[config.mk]
export PLATFORM = sky130hd
export DESIGN_NAME = dice_meas_sequencer
export DESIGN_NICKNAME = d
export VERILOG_FILES = /design/src/rtl/dice_meas_pkg.sv /design/src/rtl/dice_meas_accum.sv /design/src/rtl/dice_meas_sequencer.sv
export SDC_FILE = /design/constraint.sdc
export NUM_CORES = 1
export LEC_CHECK = 0
export CORE_MARGIN = 5
export CORE_UTILIZATION = 50
export CTS_CLUSTER_SIZE = 16
export DETAILED_ROUTE_END_ITERATION = 6
export GPL_ROUTABILITY_DRIVEN = 0
export PLACE_DENSITY = 0.87
export SKIP_LAST_GASP = 1
export SYNTH_ARGS = -nofsm -noshare
export SYNTH_HDL_FRONTEND = slang
export SYNTH_HIERARCHICAL = 1
export SYNTH_SLANG_ARGS = --single-unit
[constraint.sdc]
create_clock -name clk -period 2 [get_ports clk]
set_input_delay 0.6 -clock clk [delete_from_list [all_inputs] [get_ports clk]]
set_output_delay 0.6 -clock clk [all_outputs]
set_load 0.01 [all_outputs]
[src/rtl/dice_meas_pkg.sv]
// dice_meas_pkg: shared types and sizing helpers for the DICE measurement sequencer
package dice_meas_pkg;

    localparam int DICE_CNT_WIDTH = 8;

    typedef enum logic [2:0] {
        IDLE,
        START,
        WAIT,
        SAMPLE,
        RESULT,
        HOLD
    } meas_seq_state_t;

    function automatic int acc_width(input int cnt_width, input int log2_samples);
        return cnt_width + log2_samples;
    endfunction

endpackage

[src/rtl/dice_meas_accum.sv]
// dice_meas_accum: sample accumulator, zero counter and optional min/max tracker (DICE_MEAS_SEQ_MINMAX_EN)
module dice_meas_accum
    import dice_meas_pkg::*;
#(
    parameter int CNT_WIDTH    = DICE_CNT_WIDTH,
    parameter int LOG2_SAMPLES = 3
) (
    input  logic                                         clk,
    input  logic                                         rst_n,
    input  logic                                         clr,
    input  logic                                         en,
    input  logic [CNT_WIDTH-1:0]                         sample,
    output logic [acc_width(CNT_WIDTH, LOG2_SAMPLES)-1:0] acc,
    output logic [CNT_WIDTH-1:0]                         run_min,
    output logic [CNT_WIDTH-1:0]                         run_max,
    output logic [LOG2_SAMPLES:0]                        zeros
);

    localparam int AW = acc_width(CNT_WIDTH, LOG2_SAMPLES);

    // sum every sample and count the ones where the ring never completed
    always_ff @(posedge clk) begin
        if (!rst_n || clr) begin
            acc   <= '0;
            zeros <= '0;
        end else if (en) begin
            acc   <= acc + AW'(sample);
            zeros <= zeros + (LOG2_SAMPLES + 1)'(sample == '0);
        end
    end

`ifdef DICE_MEAS_SEQ_MINMAX_EN
    logic [CNT_WIDTH-1:0] mn, mx;

    // running extremes; min starts at all-ones so the first sample always wins
    always_ff @(posedge clk) begin
        if (!rst_n || clr) begin
            mn <= '1;
            mx <= '0;
        end else if (en) begin
            if (sample < mn) mn <= sample;
            if (sample > mx) mx <= sample;
        end
    end

    assign run_min = mn;
    assign run_max = mx;
`else
    assign run_min = '0;
    assign run_max = '0;
`endif

endmodule

[src/rtl/dice_meas_sequencer.sv]
// dice_meas_sequencer: runs averaged ring-measurement bursts; min/max tracking gated by DICE_MEAS_SEQ_MINMAX_EN
module dice_meas_sequencer
    import dice_meas_pkg::*;
#(
    parameter int CNT_WIDTH    = DICE_CNT_WIDTH,
    parameter int LOG2_SAMPLES = 3,
    parameter int START_CYCLES = 2,
    parameter int WAIT_CYCLES  = 300
) (
    input  logic                  clk,
    input  logic                  rst_n,
    input  logic                  req,
    output logic                  busy,
    output logic                  meas_start,
    input  logic [CNT_WIDTH-1:0]  measured_cnt,
    output logic                  res_valid,
    input  logic                  res_ready,
    output logic [CNT_WIDTH-1:0]  avg_cnt,
    output logic [CNT_WIDTH-1:0]  min_cnt,
    output logic [CNT_WIDTH-1:0]  max_cnt,
    output logic [LOG2_SAMPLES:0] zero_cnt
);

    localparam int AW = acc_width(CNT_WIDTH, LOG2_SAMPLES);
    localparam int TW = $clog2((WAIT_CYCLES > START_CYCLES ? WAIT_CYCLES : START_CYCLES) + 1);
    localparam int IW = LOG2_SAMPLES + 1;
    localparam logic [IW-1:0] LAST  = IW'((1 << LOG2_SAMPLES) - 1);
    localparam logic [TW-1:0] S_END = TW'(START_CYCLES - 1);
    localparam logic [TW-1:0] W_END = TW'(WAIT_CYCLES - 1);

    meas_seq_state_t      state, next;
    logic [TW-1:0]        tmr;
    logic [IW-1:0]        idx;
    logic [AW-1:0]        acc;
    logic [CNT_WIDTH-1:0] run_min, run_max;
    logic [LOG2_SAMPLES:0] zeros;

    dice_meas_accum #(
        .CNT_WIDTH   (CNT_WIDTH),
        .LOG2_SAMPLES(LOG2_SAMPLES)
    ) u_accum (
        .clk    (clk),
        .rst_n  (rst_n),
        .clr    (state == IDLE),
        .en     (state == SAMPLE),
        .sample (measured_cnt),
        .acc    (acc),
        .run_min(run_min),
        .run_max(run_max),
        .zeros  (zeros)
    );

    // next-state decode; req only matters in IDLE
    always_comb begin
        next = state;
        case (state)
            IDLE:    next = req ? START : IDLE;
            START:   next = (tmr == S_END) ? WAIT : START;
            WAIT:    next = (tmr == W_END) ? SAMPLE : WAIT;
            SAMPLE:  next = (idx == LAST) ? RESULT : START;
            RESULT:  next = HOLD;
            HOLD:    next = (res_valid && res_ready) ? IDLE : HOLD;
            default: next = IDLE;
        endcase
    end

    // state, phase timer, sample index and registered control outputs derived from next state
    always_ff @(posedge clk) begin
        if (!rst_n) begin
            state      <= IDLE;
            tmr        <= '0;
            idx        <= '0;
            meas_start <= 1'b0;
            busy       <= 1'b0;
            res_valid  <= 1'b0;
        end else begin
            state      <= next;
            tmr        <= (next != state) ? '0 : tmr + TW'(1);
            idx        <= (state == IDLE) ? '0 : (state == SAMPLE && idx != LAST) ? idx + IW'(1) : idx;
            meas_start <= next == START;
            busy       <= next == START || next == WAIT || next == SAMPLE || next == RESULT;
            res_valid  <= next == HOLD;
        end
    end

    // result registers load once per burst and hold until the next one
    always_ff @(posedge clk) begin
        if (!rst_n) begin
            avg_cnt  <= '0;
            min_cnt  <= '0;
            max_cnt  <= '0;
            zero_cnt <= '0;
        end else if (state == RESULT) begin
            avg_cnt  <= CNT_WIDTH'(acc >> LOG2_SAMPLES);
            min_cnt  <= run_min;
            max_cnt  <= run_max;
            zero_cnt <= zeros;
        end
    end

endmodule

==> results.md <==
* Result of the run: finished with violations
* Violated checks: setup timing
* Leakage power at 1.440 nW
* Largest fanout on the critical path at 4
* Number of nets in the layout at 434
* Shortest clock period the worst path allows after layout at 2.065 ns
* Chip width at 87.43 µm
* Worst reg-to-reg path cell count at 8
* CP max-delay cell: fa_2
* Wire length of the first global-routing pass at 11,430 µm
* Overall die area at 0.007644 mm²
* Via count of the first global-routing pass at 2,536
* Number of clock sinks at 62
* Vert. Die Dim at 87.43 µm
* Total number of yosys warnings at 6
* Startpoint of the worst register-to-register path: u_accum/acc[0]
* End of the worst register-to-register path: u_accum/acc[10]
* Endpoint of the most critical setup path: u_accum/acc[10]
* Max Buffers Root-to-Sink at 2
* Worst rel slew slack at 0.6082
* Period utilization at 1.032
* Max Clock Skew at 0.005105 ns
* Area of the core region at 0.005886 mm²
* Maximum number of pins on one net before global-route repair at 29
* Per-cell routed wire length at 14.06 µm
* Cell area after placement at 0.003592 mm²
* Detailed-route wire length at 6860 µm
* Required time reported for the critical path endpoint at 2.26 ns
* Clk pin slew, worst setup/hold paths at 0.07 ns
* Pins over their slew limit at 0
* Number of max-capacitance violations reported at 0
* Worst-path cell chain: clkbuf_2, ha_4, inv_2, fa_2, nor2b_4, o2111ai_2, and3_4, or3_1, a21oi_2
* Number of nets with antenna violations after routing at 0
* Placed wire-length estimate after detailed placement at 4595 µm
* Share of cells above drive strength 1 at 0.1719
* Number of search-and-repair iterations in the first detailed-routing pass at 4
* Largest voltage drop on the vdd net at 0.4692 mV
* Worst stage delay on the critical path at 0.38 ns
* Arrival time worst endpoint at 2.33 ns
* Source-to-sink clock delay at the later pin of the worst-skew pair at 0.33 ns
* Endpoints failing hold at 0
* Via count normalized by instance count at 5.307
* Flop2flop setup slack at -0.02 ns
* Async S/R FF share, synth at 0
* Max Fclk at 0.4843 GHz
* Kind of cell adding the most delay to the critical path: simple AND/OR/NAND/NOR gates
* Pwr/cell area at 716.7 mW/mm²
* Critical path origin: measured_cnt[0]
* Grt total ovfl at 0
* Dominant register cell in the synthesized netlist: dfxtp_1
* Post-synth cell types at 52
* Final WS setup at -0.06465 ns
* PortBufs at 42
* Starting utilization of the core area at 0.5094
* Startpoint class of the critical path: primary input
* Syn Inst Count at 346
* Class of the most critical hold timing path: register to register
* Setup repair after global routing missed its margin: yes
* Smallest hold slack at 0.4531 ns
* Number of DRC violations after detailed-routing iteration 0 at 89
* Syn_area_per_cell at 8.664 µm²
* CTS tree: yes
* Slew at the pin closest to its max-slew limit at 0.5870 ns
* Synth Cell Area at 0.002998 mm²
* Filler cells at 466
* Register area share after synthesis at 0.4140
* GRT Util Overall at 0.1914
* Design area at 0.003892 mm²
* Worst-case setup slack after placement at -0.8162 ns
* Number of synthesized flops with an enable pin at 0
* Row count at 28
* Worst path buffer plus inverter count at 2
* Clock buffer count from CTS at 9
* Setup violation total in the final timing report at 1
* Clock Root Buffer: clkbuf_8
* IO Pins at 43
* Number of antenna violations at the first check in global routing at 0
* Stages on worst setup path at 9
* Syn-to-layout area delta at 29.84%
* Vias after detailed routing at 2,590
* Kind of capture point of the worst setup path: register
* Overall power of the completed layout at 2.790 mW
* H-Tree Depth at 3
* Antenna diode count at 0
* Number of synthesized register bits at 62
* Critical path start-end classification: primary input to register
* Drt drc at 0
-- placed cells by master, fill, tap and decap left out, types with 4 or more instances in the layout --
cell type / netlist / final
a21oi_1: 43 / 42
buf_4: 19 / 24
clkbuf_8: 0 / 12
clkdlybuf4s50_1: 0 / 34
conb_1: 1 / 16
dfxtp_1: 62 / 61
dlygate4sd2_1: 0 / 6
ha_1: 13 / 7
ha_4: 0 / 5
inv_1: 6 / 5
mux2i_1: 7 / 6
nand2_1: 64 / 64
nand2b_1: 6 / 6
nand3_1: 15 / 15
nor2_1: 21 / 20
o21ai_0: 5 / 4
xnor2_1: 10 / 10
xor2_1: 6 / 6
-- timing repair --
action	4_1_cts	5_1_grt
pin swaps	7	6
buffers inserted	2	0
setup endpoints to repair	10	12
hold buffers	0	0
hold endpoints to repair	0	0
resized for setup	20	6
-- power breakdown --
group / leakage, nW / switching (mW) / internal (mW)
combinational: 0.820 / 0.123 / 0.112
sequential: 0.501 / 0.0277 / 1.26
clock: 0.120 / 0.469 / 0.803
-- area by class of cell --
cell class	count	area, µm²	share of cell area
multi-input cells	262	1705	0.4381
flip-flops and latches	62	1242	0.3192
clock inverters	3	65.06	0.01671
repair buffers	66	588.1	0.1511
clock buffers	13	168.9	0.04339
inverters	7	28.78	0.007393
well taps	75	93.84	0.02411
-- sequential cells by signal, summed over array words and instances (netlist names) --
signal / count
min_cnt: 8
u_accum/acc: 11
busy: 1
avg_cnt: 8
max_cnt: 8
tmr: 9
res_valid: 1
idx: 4
meas_start: 1
zero_cnt: 4
state: 3
u_accum/zeros: 4
-- tightest hold or removal path, cell delays in order, from the launching register on --
cell and delay, ns:
dfxtp_1 0.31, nand2_1 0.05, a21oi_1 0.05
-- worst min-delay path by stage --
stage / cells past startpoint / from / endpoint / slack, ns
6_report: 2 / max_cnt[5] / max_cnt[5] / 0.45
5_1_grt: 2 / max_cnt[0] / max_cnt[0] / 0.48
4_1_cts: 2 / max_cnt[5] / max_cnt[5] / 0.46
3_5_place_dp: 2 / avg_cnt[1] / avg_cnt[1] / 0.45
3_3_place_gp: 2 / max_cnt[1] / max_cnt[1] / 0.44
2_1_floorplan: 2 / u_accum/acc[10] / avg_cnt[7] / 0.44
-- cells in the mapped netlist, drive strengths merged, types with 2 or more instances --
library cell	count	area share
buf	22	0.055
nor2b	3	0.0063
dfxtp	62	0.41
nand4	4	0.010
or4	2	0.0050
a21o	4	0.011
nand2	64	0.080
o22ai	2	0.0042
clkbuf	8	0.010
o21ai	5	0.0083
nor3	2	0.0033
xor2	6	0.018
a211oi	3	0.012
xnor2	10	0.029
nor3b	3	0.0075
or3	3	0.0063
a31oi	2	0.0042
ha	13	0.054
a21oi	43	0.072
nor4b	2	0.011
nand3b	3	0.012
nand2b	6	0.013
and3	5	0.012
mux2i	7	0.023
nor2	22	0.028
inv	7	0.0096
o2111ai	2	0.0058
nand3	15	0.025
and2	3	0.0063
-- kinds of logic after synthesis --
group	synth area share
AND/OR/NAND/NOR	0.2354
AO/OA/AOI/OAI	0.1440
flip-flops	0.4140
buffers and inverters	0.07429
XOR/XNOR	0.04674
adder cells (fa/ha/maj)	0.06094
multiplexers	0.02337
other	0.001251
-- routing by layer --
layer	global-route usage	wire length (µm)	vias up
li1	-	-	1286
met4	0.08229	168	0
met3	0.05771	319	18
met1	0.2150	2986	1216
met2	0.3329	3386	70
met5	0	0	-
-- per-stage QoR --
stage            util  instances   TNS, ns
5_1_grt        0.6614        488  -0.09529
4_1_cts        0.6580        488  -0.07132
3_3_place_gp   0.6103        470    -6.259
2_1_floorplan       -        361   -0.1065
3_5_place_dp   0.6103        470    -7.429
6_report       0.6614        488  -0.06465
Power figures use the tool's default switching activity.
